`config.mk`:
```
export PLATFORM = sky130hd
export DESIGN_NAME = frame_draw_sched
export DESIGN_NICKNAME = d
export VERILOG_FILES = /design/src/rtl/frame_draw_sched.sv
export SDC_FILE = /design/constraint.sdc
export NUM_CORES = 1
export LEC_CHECK = 0
export BUFFER_PORTS_ARGS = -buffer_cell sky130_fd_sc_hd__buf_2
export CAP_MARGIN = 20
export CORE_ASPECT_RATIO = 1.2
export CORE_MARGIN = 4
export CORE_UTILIZATION = 30
export CTS_BUF_LIST = sky130_fd_sc_hd__clkbuf_4 sky130_fd_sc_hd__clkbuf_8
export CTS_CLUSTER_DIAMETER = 60
export DETAILED_ROUTE_END_ITERATION = 10
export PLACE_DENSITY = 0.54
export SYNTH_ARGS = -nofsm -noshare
export SYNTH_HDL_FRONTEND = slang
export SYNTH_SLANG_ARGS = --single-unit
```
`constraint.sdc`:
```
create_clock -name clk -period 2.5 [get_ports clk]
set_input_delay 0.125 -clock clk [delete_from_list [all_inputs] [get_ports clk]]
set_output_delay 0.125 -clock clk [all_outputs]
set_load 0.005 [all_outputs]
```
`src/rtl/frame_draw_sched.sv`:
```
// Frame draw scheduler: grants the frame-buffer write port to up to four graphing
// units in fixed priority order once per frame tick, with a per-grant timeout.
module frame_draw_sched #(
  parameter logic [15:0] TIMEOUT = 16'd20000
) (
  input  logic        clk,
  input  logic        resetn,
  input  logic        frame_tick,
  input  logic [3:0]  req,
  input  logic [3:0]  done_in,
  input  logic [35:0] x_bus,
  input  logic [31:0] y_bus,
  input  logic [11:0] colour_bus,
  input  logic [3:0]  we_bus,
  output logic [3:0]  plot_out,
  output logic [8:0]  vga_x,
  output logic [7:0]  vga_y,
  output logic [2:0]  vga_colour,
  output logic        vga_we,
  output logic        busy,
  output logic [7:0]  frame_count,
  output logic        overrun,
  output logic [3:0]  timeout_err
);

  typedef enum logic [2:0] {
    S_IDLE,
    S_LATCH,
    S_SELECT,
    S_START,
    S_WAIT,
    S_FRAME_DONE
  } state_e;

  state_e      state_q, state_d;
  logic [3:0]  pending_q, pending_d;
  logic [1:0]  sel_q, sel_d;
  logic [15:0] cnt_q, cnt_d;
  logic [7:0]  frame_count_q, frame_count_d;
  logic        overrun_q, overrun_d;
  logic [3:0]  timeout_err_q, timeout_err_d;
  logic        granted;

  logic [8:0] x_arr [4];
  logic [7:0] y_arr [4];
  logic [2:0] c_arr [4];

  for (genvar i = 0; i < 4; i++) begin : g_slice
    assign x_arr[i] = x_bus[9*i +: 9];
    assign y_arr[i] = y_bus[8*i +: 8];
    assign c_arr[i] = colour_bus[3*i +: 3];
  end

  // NOTE: reset is synchronous, so it lives inside the clocked branch only; no
  // resetn in the sensitivity list. Sequential state uses non-blocking (<=).
  always_ff @(posedge clk) begin
    if (!resetn) begin
      state_q       <= S_IDLE;
      pending_q     <= '0;
      sel_q         <= '0;
      cnt_q         <= '0;
      frame_count_q <= '0;
      overrun_q     <= 1'b0;
      timeout_err_q <= '0;
    end else begin
      state_q       <= state_d;
      pending_q     <= pending_d;
      sel_q         <= sel_d;
      cnt_q         <= cnt_d;
      frame_count_q <= frame_count_d;
      overrun_q     <= overrun_d;
      timeout_err_q <= timeout_err_d;
    end
  end

  // NOTE: every combinational output gets a default before the case so no path
  // leaves a signal unassigned, which would infer a latch.
  always_comb begin
    state_d       = state_q;
    pending_d     = pending_q;
    sel_d         = sel_q;
    cnt_d         = cnt_q;
    frame_count_d = frame_count_q;
    overrun_d     = overrun_q;
    timeout_err_d = timeout_err_q;
    plot_out      = '0;
    granted       = 1'b0;

    // A tick outside IDLE is dropped, but remembered as an overrun.
    if (frame_tick && state_q != S_IDLE) overrun_d = 1'b1;

    unique case (state_q)
      S_IDLE: if (frame_tick) state_d = S_LATCH;
      S_LATCH: begin
        pending_d = req;
        state_d   = S_SELECT;
      end
      S_SELECT: begin
        if (pending_q == 4'b0000) begin
          state_d = S_FRAME_DONE;
        end else begin
          if      (pending_q[0]) sel_d = 2'd0;
          else if (pending_q[1]) sel_d = 2'd1;
          else if (pending_q[2]) sel_d = 2'd2;
          else                   sel_d = 2'd3;
          state_d = S_START;
        end
      end
      S_START: begin
        granted          = 1'b1;
        plot_out[sel_q]  = 1'b1;
        cnt_d            = '0;
        state_d          = S_WAIT;
      end
      S_WAIT: begin
        granted = 1'b1;
        cnt_d   = cnt_q + 16'd1;
        // A completion on the final allowed cycle wins over the timeout.
        if (done_in[sel_q]) begin
          pending_d[sel_q] = 1'b0;
          state_d          = S_SELECT;
        end else if (cnt_d == TIMEOUT) begin
          timeout_err_d[sel_q] = 1'b1;
          pending_d[sel_q]     = 1'b0;
          state_d              = S_SELECT;
        end
      end
      S_FRAME_DONE: begin
        frame_count_d = frame_count_q + 8'd1;
        state_d       = S_IDLE;
      end
      default: state_d = S_IDLE;
    endcase
  end

  assign vga_x       = granted ? x_arr[sel_q]  : '0;
  assign vga_y       = granted ? y_arr[sel_q]  : '0;
  assign vga_colour  = granted ? c_arr[sel_q]  : '0;
  assign vga_we      = granted & we_bus[sel_q];
  assign busy        = (state_q != S_IDLE);
  assign frame_count = frame_count_q;
  assign overrun     = overrun_q;
  assign timeout_err = timeout_err_q;

endmodule
```
==> results.py <==
metrics = {
    "timing": {
        "slew_headroom_pct": 63.7,
        "final_hold_viol_count": 0,
        "layout_min_cycle_time_ns": 2.19,
        "setup_viol": 0,
        "worstMarginPinSlew_ns": 0.543,
        "min_period_over_period_pct": 87.6,
        "finalMaxSlewViolations": 0,
        "rsz0062_at_grt": "no",
        "fmax_ghz": 0.457,
        "setup_tns_ns": 0,
        "skew_ns": 0.00399,
    },
    "pwr": {
        "vdd.ir_drop.worst_v": 0.000315,
        "p_per_area_nw_per_um2": 437,
        "p_leak_nw": 1.67,
    },
    "clock_network": {
        "cts_tree": "done",
        "clock_latency_ns": 0.30,
        "ctsHoldBuffers": 0,
        "cts.sinks": 38,
        "clock-root-buffer": "clkbuf_8",
        "ctsResizeCount": 0,
        "htree_num_levels": 2,
        "cts_setup_buffers": 0,
        "cts-buffers-inserted": 5,
        "clkSlewWorstSetupHoldPaths_ns": 0.08,
        "clockBufferDepth": 2,
    },
    "critical_path": {
        "crit_buf_inv": 0,
        "r2r-start": "cnt_q[0]$_SDFFE_PN0N_",
        "ff2ff_setup_slack_ns": 0.31,
        "startpoint": "cnt_q[0]$_SDFFE_PN0N_",
        "worstPathArrival_ns": 2.39,
        "cp_cell_sequence": "ha_1 -> and4_1 -> nand4_2 -> xnor2_1 -> nand2_1 -> or2_4 -> o41ai_2",
        "worstReg2RegEnd": "timeout_err[3]$_SDFFE_PN0P_",
        "cp_max_fo": 10,
        "crit_path_start_kind": "flop",
        "cp_top_family": "simple AND/OR/NAND/NOR gates",
        "slowest_delay_ns": 0.49,
        "crit_end": "timeout_err[3]$_SDFFE_PN0P_",
        "cp-end-kind": "flop",
        "critPathRequiredTime_ns": 2.70,
        "r2r_cells": 7,
        "slowest_stage": "dfxtp_1",
        "critical_path_class": "flop to flop",
        "cp.depth": 7,
    },
    "route": {
        "drt-pass1-iter-count": 4,
        "wirelength_um": 8850,
        "remaining_drc_errors": 0,
        "viasPerCell": 5.04,
        "via_count": 2840,
        "first_iter_violations": 130,
        "routedWlPerCell_um": 15.7,
        "ant_nets": 0,
    },
    "synthesis": {
        "yosys.area.top_type": "dfxtp_1",
        "synth_warnings": 0,
        "synth_seq_cells": 38,
        "synth_edf_count": 0,
        "synth_top_cell_area_share_pct": 27.5,
        "seq_area_frac_synth_pct": 27.5,
        "syn_avg_cell_area_um2": 8.88,
        "syn_nets": 410,
        "synth.distinct_cells": 51,
        "synth.area.top_cells": "dfxtp_1 27%, mux4_2 17%, and2_1 7.5%",
        "synthArstFlopShare_pct": 0,
        "synth_flop_cell": "dfxtp_1",
        "netlist_area_um2": 2770,
        "netlist_instances": 312,
    },
    "grt": {
        "antenna_found_initial": 0,
        "grt_first_pass_wirelength_um": 13400,
        "grt_max_degree": 36,
        "grt_usage_pct": 15.7,
        "grt_pass1_vias": 2680,
        "overflow": 0,
    },
    "die": {
        "die_height_um": 113,
        "top_level_ports": 134,
        "dieArea_um2": 10800,
        "fp.dieW_um": 95.7,
        "rows": 38,
        "start_util_pct": 30.7,
        "coreArea_um2": 9030,
    },
    "placed_design": {
        "portBuffers": 133,
        "gp_congestion": 0.841,
        "dp_hpwl_um": 7090,
        "dp_cells": 555,
    },
    "layout": {
        "fin_nets": 540,
        "layout.cells.non_filler": 563,
        "drive_above_1_share_pct": 41.8,
        "syn2layout_area_growth_pct": 34.8,
        "diodes": 0,
    },
    "run": {
        "drv_cap": 0,
    },
    "outcome": {
        "outcome": "finished, final reports clean",
    },
    "min_path": {
        "hold_path_class": "primary input to flop",
    },
}
[worst min path at each step]
stage	cells after the start	from	slack [ns]	to
2_1_floorplan	2	frame_tick	0.26	overrun$_SDFFE_PN0P_
3_3_place_gp	3	frame_tick	0.38	overrun$_SDFFE_PN0P_
3_5_place_dp	3	frame_tick	0.39	overrun$_SDFFE_PN0P_
4_1_cts	3	frame_tick	0.07	overrun$_SDFFE_PN0P_
5_1_grt	3	frame_tick	0.10	overrun$_SDFFE_PN0P_
6_report	3	frame_tick	0.08	overrun$_SDFFE_PN0P_
[kinds of logic after synthesis]
| kind of cell | after synthesis | share of synthesized area (%) |
|---|---|---|
| buf+inv | 22 | 3.16 |
| simple gates | 150 | 31.2 |
| xor+xnor | 9 | 2.85 |
| mux | 28 | 19.6 |
| flops | 38 | 27.5 |
| fa+ha+maj | 3 | 1.36 |
| compound gates | 62 | 14.4 |
[power by group]
group / internal (W) / switching [W]
combinational: 0.000173 / 0.000144
sequential: 0.000620 / 0.0000260
clock: 0.000426 / 0.000240
total: 0.00122 / 0.000411
[per-layer routing]
layer | part of all wire [%] | up-vias | routed length [um] | global-route usage, %
met5 | 0 | - | 0 | 0
met4 | 2.3 | 0 | 200 | 6.26
met3 | 9.9 | 15 | 879 | 4.12
met2 | 50 | 118 | 4390 | 27.7
met1 | 38 | 1298 | 3380 | 17.8
li1 | - | 1409 | - | -
[through the flow]
stage | utilization, % | hold WS, ns | area [um^2] | power [W] | worst slack, ns
finish | 41.3 | 0.0753 | 3730 | 0.00163 | 0.310
global route | 41.3 | 0.101 | 3730 | 0.00171 | 0.123
CTS | 41.3 | 0.0740 | 3730 | 0.00165 | 0.319
detailed placement | 39.8 | 0.386 | 3590 | 0.000982 | 0.349
global placement | 39.8 | 0.378 | 3590 | 0.000978 | 0.423
floorplan | - | 0.264 | 2770 | 0.000832 | 0.555
[synthesized netlist by cell type, types with 3 or more instances]
library cell and number:
a21boi_0 5, a21o_1 3, a21oi_1 21, a31oi_1 4, and2_1 33, and3_1 5
and3b_1 3, and4_1 3, buf_2 4, clkbuf_1 14, dfxtp_1 38, ha_1 3
inv_1 3, mux2i_1 6, mux4_2 21, nand2_1 22, nand2b_1 4, nand3_1 11
nand4_1 6, nor2_1 28, nor2b_1 11, nor3_1 6, o211ai_1 3, o21ai_0 9
o21ai_1 6, or3_1 3, xnor2_1 6, xor2_1 3
[registers in the layout, summed over array words and instances (netlist names)]
name and count:
pending_q 4, timeout_err 4, sel_q 2, overrun 1, frame_count 8, state_q 3
cnt_q 16
[worst reg2reg max path, delay by kind of cell (launching register included)]
family                   cells  cell delay (ns)
flip-flops                   1             0.49
XOR/XNOR                     1             0.17
AND/OR/NAND/NOR              4             0.86
AO/OA/AOI/OAI                1             0.28
adder cells (fa/ha/maj)      1             0.30
[final cells by class]
| type | count | area, um^2 |
|---|---|---|
| fill | 941 | 5300 |
| multi-input combinational | 252 | 1920 |
| sequential | 38 | 762 |
| timing repair buffer | 142 | 746 |
| tap | 120 | 150 |
| clock buffer | 6 | 82.6 |
| clock inverter | 2 | 60.1 |
| inverter | 3 | 11.3 |
[layout by cell type, fill, tap and decap left out, types with 4 or more instances in the layout]
cell type  instances
xnor2_1            6
dfxtp_1           37
nand2b_1           4
nand4_1            6
mux2i_1            6
a31oi_1            4
and2_1            33
nor3_1             6
nand2_1           22
nor2_1            28
mux4_2            21
buf_4              8
nand3_1           11
a21boi_0           5
and3_1             5
nor2b_1           11
buf_2            133
o21ai_0            9
a21oi_1           21
o21ai_1            6
clkbuf_8           6
No activity file was read; power rests on OpenSTA's default activity.
